### src/rtl/puf_vote_engine_pkg.sv
// Shared definitions for the arbiter-PUF majority-vote engine: controller
// state encoding, default sizing constants and the vote-counter width helper.
package puf_pkg;

    localparam int DEF_N      = 128;
    localparam int DEF_VOTES  = 5;
    localparam int DEF_SETTLE = 4;

    // Bits needed to count from 0 up to and including 'votes'.
    function automatic int cnt_width(input int votes);
        return (votes < 1) ? 1 : $clog2(votes + 1);
    endfunction

    localparam int DEF_CNT_W = cnt_width(DEF_VOTES);

    typedef enum logic [2:0] {
        ST_IDLE,
        ST_LAUNCH,
        ST_SAMPLE,
        ST_RELAX,
        ST_DONE
    } state_t;

endpackage

### src/rtl/puf_vote_engine_if.sv
// Challenge/response handshake bundle of the vote engine.
// master = the client issuing challenges, slave = the engine itself.
interface puf_vote_engine_if
    import puf_pkg::*;
#(
    parameter int N = DEF_N
);
    logic         req_valid;
    logic         req_ready;
    logic [N-1:0] challenge;
    logic         resp_valid;
    logic         resp_ready;
    logic [N-1:0] response;
    logic [N-1:0] unstable;

    modport master (
        output req_valid,
        input  req_ready,
        output challenge,
        input  resp_valid,
        output resp_ready,
        input  response,
        input  unstable
    );

    modport slave (
        input  req_valid,
        output req_ready,
        input  challenge,
        output resp_valid,
        input  resp_ready,
        output response,
        output unstable
    );
endinterface

### src/rtl/puf_vote_engine_vote_counter.sv
// Per-bit vote accumulator: counts how many evaluations returned 1 and
// reports the majority value and whether the votes disagreed.
module vote_counter
    import puf_pkg::*;
#(
    parameter int VOTES = DEF_VOTES,
    parameter int W     = cnt_width(VOTES)
) (
    input  logic clk,
    input  logic rst,
    input  logic clr,
    input  logic en,
    input  logic vote_bit,
    output logic maj,
    output logic unstable
);
    localparam logic [W-1:0] HALF = W'(VOTES / 2);
    localparam logic [W-1:0] ALL  = W'(VOTES);

    logic [W-1:0] count;

    // Count ones; cleared when a new challenge is accepted or on reset.
    always_ff @(posedge clk) begin
        if (rst || clr) begin
            count <= '0;
        end else if (en) begin
            count <= count + W'(vote_bit);
        end
    end

    assign maj      = (count > HALF);
    assign unstable = (count != '0) && (count != ALL);

endmodule

### src/rtl/puf_vote_engine.sv
// Arbiter-PUF majority-vote engine: applies a captured challenge, fires the
// delay-line launch edge VOTES times, accumulates the arbiter outputs per bit
// and returns the majority response together with a per-bit instability mask.
module puf_vote_engine
    import puf_pkg::*;
#(
    parameter int N      = DEF_N,
    parameter int VOTES  = DEF_VOTES,
    parameter int SETTLE = DEF_SETTLE
) (
    input  logic               clk,
    input  logic               rst,
    puf_vote_engine_if.slave   bus,
    output logic [N-1:0]       puf_challenge,
    output logic               puf_signal,
    input  logic [N-1:0]       puf_response
);
    localparam int VW = cnt_width(VOTES);
    localparam int TW = cnt_width(SETTLE);
    localparam logic [VW-1:0] VOTE_LAST   = VW'(VOTES - 1);
    localparam logic [TW-1:0] SETTLE_LAST = TW'(SETTLE - 1);

    state_t        state;
    logic [TW-1:0] timer;
    logic [VW-1:0] vidx;
    logic          req_ready_q;
    logic          resp_valid_q;
    logic [N-1:0]  response_q;
    logic [N-1:0]  unstable_q;
    logic [N-1:0]  maj_vec;
    logic [N-1:0]  unst_vec;
    logic          cnt_clr;
    logic          cnt_en;

    assign cnt_clr = (state == ST_IDLE) && req_ready_q && bus.req_valid;
    assign cnt_en  = (state == ST_SAMPLE);

    for (genvar i = 0; i < N; i++) begin : g_bit
        vote_counter #(
            .VOTES (VOTES)
        ) u_cnt (
            .clk      (clk),
            .rst      (rst),
            .clr      (cnt_clr),
            .en       (cnt_en),
            .vote_bit (puf_response[i]),
            .maj      (maj_vec[i]),
            .unstable (unst_vec[i])
        );
    end

    // Controller: sequences launch/sample/relax per vote, then holds the
    // registered result in DONE until the consumer takes it. The final
    // count lands at the end of the last SAMPLE, so the result is latched
    // on the first DONE cycle and resp_valid rises one clock later.
    always_ff @(posedge clk) begin
        if (rst) begin
            state         <= ST_IDLE;
            timer         <= '0;
            vidx          <= '0;
            req_ready_q   <= 1'b1;
            resp_valid_q  <= 1'b0;
            puf_signal    <= 1'b0;
            puf_challenge <= '0;
            response_q    <= '0;
            unstable_q    <= '0;
        end else begin
            case (state)
                ST_IDLE: begin
                    if (bus.req_valid && req_ready_q) begin
                        puf_challenge <= bus.challenge;
                        vidx          <= '0;
                        timer         <= SETTLE_LAST;
                        puf_signal    <= 1'b1;
                        req_ready_q   <= 1'b0;
                        state         <= ST_LAUNCH;
                    end
                end
                ST_LAUNCH: begin
                    if (timer == '0) begin
                        state <= ST_SAMPLE;
                    end else begin
                        timer <= timer - TW'(1);
                    end
                end
                ST_SAMPLE: begin
                    puf_signal <= 1'b0;
                    timer      <= SETTLE_LAST;
                    state      <= ST_RELAX;
                end
                ST_RELAX: begin
                    if (timer != '0) begin
                        timer <= timer - TW'(1);
                    end else if (vidx < VOTE_LAST) begin
                        vidx       <= vidx + VW'(1);
                        timer      <= SETTLE_LAST;
                        puf_signal <= 1'b1;
                        state      <= ST_LAUNCH;
                    end else begin
                        state <= ST_DONE;
                    end
                end
                ST_DONE: begin
                    if (!resp_valid_q) begin
                        response_q   <= maj_vec;
                        unstable_q   <= unst_vec;
                        resp_valid_q <= 1'b1;
                    end else if (bus.resp_ready) begin
                        resp_valid_q <= 1'b0;
                        req_ready_q  <= 1'b1;
                        state        <= ST_IDLE;
                    end
                end
                default: begin
                    state <= ST_IDLE;
                end
            endcase
        end
    end

    assign bus.req_ready  = req_ready_q;
    assign bus.resp_valid = resp_valid_q;
    assign bus.response   = response_q;
    assign bus.unstable   = unstable_q;

endmodule

### src/flat_wrapper.sv
// flat-port wrapper written by rule: the top's interface ports become plain ports
module puf_vote_engine_flat import puf_pkg::*;
#(
    parameter int N      = DEF_N,
    parameter int VOTES  = DEF_VOTES,
    parameter int SETTLE = DEF_SETTLE
)
  (clk, rst, puf_challenge, puf_signal, puf_response, bus_req_valid, bus_req_ready, bus_challenge, bus_resp_valid, bus_resp_ready, bus_response, bus_unstable);
  puf_vote_engine_if #(.N(N)) bus_i ();
  input  logic clk;
  input  logic rst;
  output logic [N-1:0] puf_challenge;
  output logic puf_signal;
  input  logic [N-1:0] puf_response;
  input wire logic [$bits(bus_i.req_valid)-1:0] bus_req_valid;
  output wire logic [$bits(bus_i.req_ready)-1:0] bus_req_ready;
  input wire logic [$bits(bus_i.challenge)-1:0] bus_challenge;
  output wire logic [$bits(bus_i.resp_valid)-1:0] bus_resp_valid;
  input wire logic [$bits(bus_i.resp_ready)-1:0] bus_resp_ready;
  output wire logic [$bits(bus_i.response)-1:0] bus_response;
  output wire logic [$bits(bus_i.unstable)-1:0] bus_unstable;
  assign bus_i.req_valid = bus_req_valid;
  assign bus_req_ready = bus_i.req_ready;
  assign bus_i.challenge = bus_challenge;
  assign bus_resp_valid = bus_i.resp_valid;
  assign bus_i.resp_ready = bus_resp_ready;
  assign bus_response = bus_i.response;
  assign bus_unstable = bus_i.unstable;
  puf_vote_engine #(.N(N), .VOTES(VOTES), .SETTLE(SETTLE)) u_core (.clk(clk), .rst(rst), .bus(bus_i), .puf_challenge(puf_challenge), .puf_signal(puf_signal), .puf_response(puf_response));
endmodule
### config.mk
export PLATFORM = sky130hd
export DESIGN_NAME = puf_vote_engine_flat
export DESIGN_NICKNAME = d
export VERILOG_FILES = /design/src/rtl/puf_vote_engine_pkg.sv /design/src/rtl/puf_vote_engine_if.sv /design/src/rtl/puf_vote_engine_vote_counter.sv /design/src/rtl/puf_vote_engine.sv /design/src/flat_wrapper.sv
export SDC_FILE = /design/constraint.sdc
export NUM_CORES = 2
export LEC_CHECK = 0
export CORE_ASPECT_RATIO = 1.75
export CORE_UTILIZATION = 47
export DETAILED_ROUTE_END_ITERATION = 8
export PLACE_DENSITY = 0.76
export SYNTH_ARGS = -nofsm -noshare
export SYNTH_HDL_FRONTEND = slang
export SYNTH_SLANG_ARGS = --single-unit
### constraint.sdc
create_clock -name clk -period 1.5 [get_ports clk]
set_input_delay 0.15 -clock clk [delete_from_list [all_inputs] [get_ports clk]]
set_output_delay 0.15 -clock clk [all_outputs]
set_load 0.02 [all_outputs]
==> summary.txt <==
Outcome
  • Status: finished with violations
  • Failing checks: negative setup slack

Placement
  • Detail Placement HPWL: 73,100 µm
  • GP Congestion: 0.889
  • Dpl cell area: 0.0416 mm²
  • Port buffer count: 646

Worst setup path
  • Kind of critical path: reg -> reg
  • R2R cell count: 7
  • Worst R2R Start: u_core.state[0]
  • Setup crit end kind: flip-flop
  • R2r endpoint: u_core.bus.unstable[22]
  • Arr. time, crit path: 2.33 ns
  • Critical Path Max Stage Delay: 0.33 ns
  • Worst path cell trace: buf_6 > nor4b_4 > buf_4 > buf_12 > bufbuf_16 > nor2_1 > a211oi_1
  • Crit-path slowest cell: dfxtp_2
  • Required @ worst endpoint: 2.02 ns
  • Top delay family on crit path: buffers and inverters
  • Max FO, Critical Path: 17
  • Crit start category: flip-flop
  • R2R setup slack: -0.30 ns
  • Worst path buffer plus inverter count: 4
  • Levels on crit path: 7

Clock tree
  • CTS Buf Count: 73
  • Root buf cell: clkbuf_16
  • Clock sink total: 780
  • Htree depth: 3
  • Max clock buf depth: 3
  • Reg clk slew, reported paths: 0.07 ns
  • Clk Latency, worst-skew pair: 0.63 ns
  • CTS tree: yes

STA
  • PnR worst setup slack: -0.303 ns
  • Hold Violations, Final: 0
  • Max_slew headroom: 41.2%
  • Min Tclk post-route: 1.80 ns
  • Max Fclk: 555 MHz
  • Worst slew pin tran: 0.882 ns
  • Setup violators final: 799
  • Crit share post-route: 120%
  • Clock skew: 0.0213 ns
  • RSZ-0062 raised after global routing: yes
  • Pins over their slew limit: 0

Floorplanning
  • Die area: 0.0720 mm²
  • Cell Rows: 128
  • Core area: 0.0698 mm²
  • Ports: 647
  • Die Ht: 354 µm
  • Die width: 203 µm
  • Starting density of the core: 47.7%

Layout
  • Share of cells above drive strength 1: 13.3%
  • Final core occ: 66.2%
  • Fin nets: 5,162
  • Finished Cell Area: 0.0462 mm²
  • Area Growth Syn to Fin: 38.7%

Synthesis
  • Share of Yosys cell area claimed by the top area cell type: 46.9%
  • Top cells by area, synth: dfxtp_1, ha_1, a21oi_1
  • Yosys warnings: 0
  • Synth Area per Inst: 8.47 µm²
  • Sequential share of the synthesized area: 46.9%
  • Number of cells produced by synthesis: 3,936
  • Synth async-reset ratio: 0%
  • Post-synth top area cell: dfxtp_1
  • Net Count, Synth: 4,455
  • Mapped Area: 0.0333 mm²
  • EDFF count, synth: 0
  • Synth Register Bits: 780
  • Post-synth top cells: dfxtp_1, a21oi_1, nand2_1
  • Main flop type after synthesis: dfxtp_1
  • Yosys cell types: 42
  • Count leader, synth: dfxtp_1

Detailed routing
  • Post-route ant nets: 0
  • Post-Route WL: 115,000 µm
  • Remaining DRCs: 0
  • Avg Vias per Cell: 5.56
  • Vias post-DR: 31.2k
  • Initial drt markers: 2,213
  • Routed len/inst: 20.5 µm
  • DR pass1 iterations: 6

Global route
  • Number of global-route vias before repair: 29.1k
  • Initial antenna violation count: 15
  • GRT overflow: 0
  • Pin count of the biggest net entering global routing: 120
  • Tot GR Track Use: 28.6%
  • First-pass GRT wire length: 161,000 µm

Power
  • PwrDens: 1080 mW/mm²
  • Maximum vdd drop: 1060 µV
  • Total power: 0.0500 W
  • Leakage: 18.4 nW

Flow run
  • Max-cap violations: 0

Worst hold path
  • Hold path startpoint: bus_challenge[11]
  • Hold path endpoint: u_core.puf_challenge[11]
  • Hold WC Path Type: in -> reg
  • Hold Path Cell Cnt: 3
[worst register-to-register path: cells and delay by family, from the launching register on]
family,cells,cell delay (ns)
buffers and inverters,4,0.80
flip-flops,1,0.33
AND/OR/NAND/NOR,2,0.32
AO/OA/AOI/OAI,1,0.24
[layer usage]
| metal | GRT usage (%) | share of wire, % | up-vias |
|---|---|---|---|
| li1 | - | - | 15000 |
| met1 | 30.4 | 37 | 14800 |
| met2 | 48.8 | 48 | 1131 |
| met3 | 9.16 | 8.8 | 275 |
| met4 | 17.6 | 6.2 | 10 |
| met5 | 0 | 0.051 | - |
[sequential cells by signal (all words and copies together) (netlist names)]
| register | count |
|---|---|
| u_core.bus.req_ready | 1 |
| u_core.bus.resp_valid | 1 |
| u_core.bus.response | 128 |
| u_core.bus.unstable | 128 |
| u_core.g_bit.u_cnt.count | 384 |
| u_core.puf_challenge | 128 |
| u_core.puf_signal | 1 |
| u_core.state | 3 |
| u_core.timer | 3 |
| u_core.vidx | 3 |
[metrics by stage]
step / setup TNS [ns] / hold WS, ns / worst slack, ns / cells
2_1_floorplan: -3.95 / 0.298 / -0.0467 / 3936
3_3_place_gp: -159.69 / 0.437 / -0.291 / 5388
3_5_place_dp: -168.60 / 0.440 / -0.321 / 5388
4_1_cts: -115.99 / 0.0494 / -0.263 / 5549
5_1_grt: -178.00 / 0.0819 / -0.378 / 5614
6_report: -118.54 / 0.0839 / -0.303 / 5616
[where the power goes]
| part | total [W] | internal (W) | switching, W |
|---|---|---|---|
| Clock | 0.0189 | 0.0106 | 0.00835 |
| Combinational | 0.00906 | 0.00395 | 0.00511 |
| Sequential | 0.0220 | 0.0214 | 0.000559 |
[logic make-up after synthesis]
group / count (synthesis) / synth area share [%]
flops: 780 / 46.9
fa+ha+maj: 259 / 9.73
buf+inv: 419 / 5.41
xor+xnor: 129 / 3.39
mux: 1 / 0.0300
simple gates: 1180 / 15.0
compound gates: 1168 / 19.6
[final cells by class]
class	count	area, µm²
antenna	10	25.0
clock buffer	103	2140
clock inverter	25	262
fill	5571	23600
inverter	131	494
multi-input combinational	2737	16300
sequential	780	15600
tap	910	1140
timing repair buffer	920	10200
[layout by cell type (no fill, tap or decap), types with 128 or more instances in the layout]
master / instances
o21ai_0: 222
nand2_1: 514
clkdlybuf4s50_1: 286
ha_1: 259
a211oi_1: 217
dlygate4sd2_1: 181
inv_1: 130
nor2_1: 382
xor2_1: 128
buf_4: 169
dfxtp_1: 765
nand3_1: 128
a21oi_1: 628
[what timing repair did]
action | CTS | global route
setup endpoints to repair | 1114 | 922
endpoints found under the hold margin | 18 | 0
gates cloned | 16 | 39
hold buffers | 1 | 0
pin swaps | 9 | 26
resized for setup | 663 | 109
buffers inserted | 16 | 20
[worst max-delay path by stage]
stage                          startpoint  slack (ns)                                to
after floorplan           u_core.state[2]       -0.05  u_core.g_bit[100].u_cnt.count[2]
after global placement      bus_req_valid       -0.29   u_core.g_bit[80].u_cnt.count[0]
after detailed placement  u_core.state[1]       -0.32   u_core.g_bit[20].u_cnt.count[2]
after CTS                 u_core.state[1]       -0.26   u_core.g_bit[41].u_cnt.count[2]
after global routing      u_core.state[0]       -0.38           u_core.bus.unstable[22]
final                     u_core.state[0]       -0.30           u_core.bus.unstable[22]
Power figures use the tool's default switching activity.
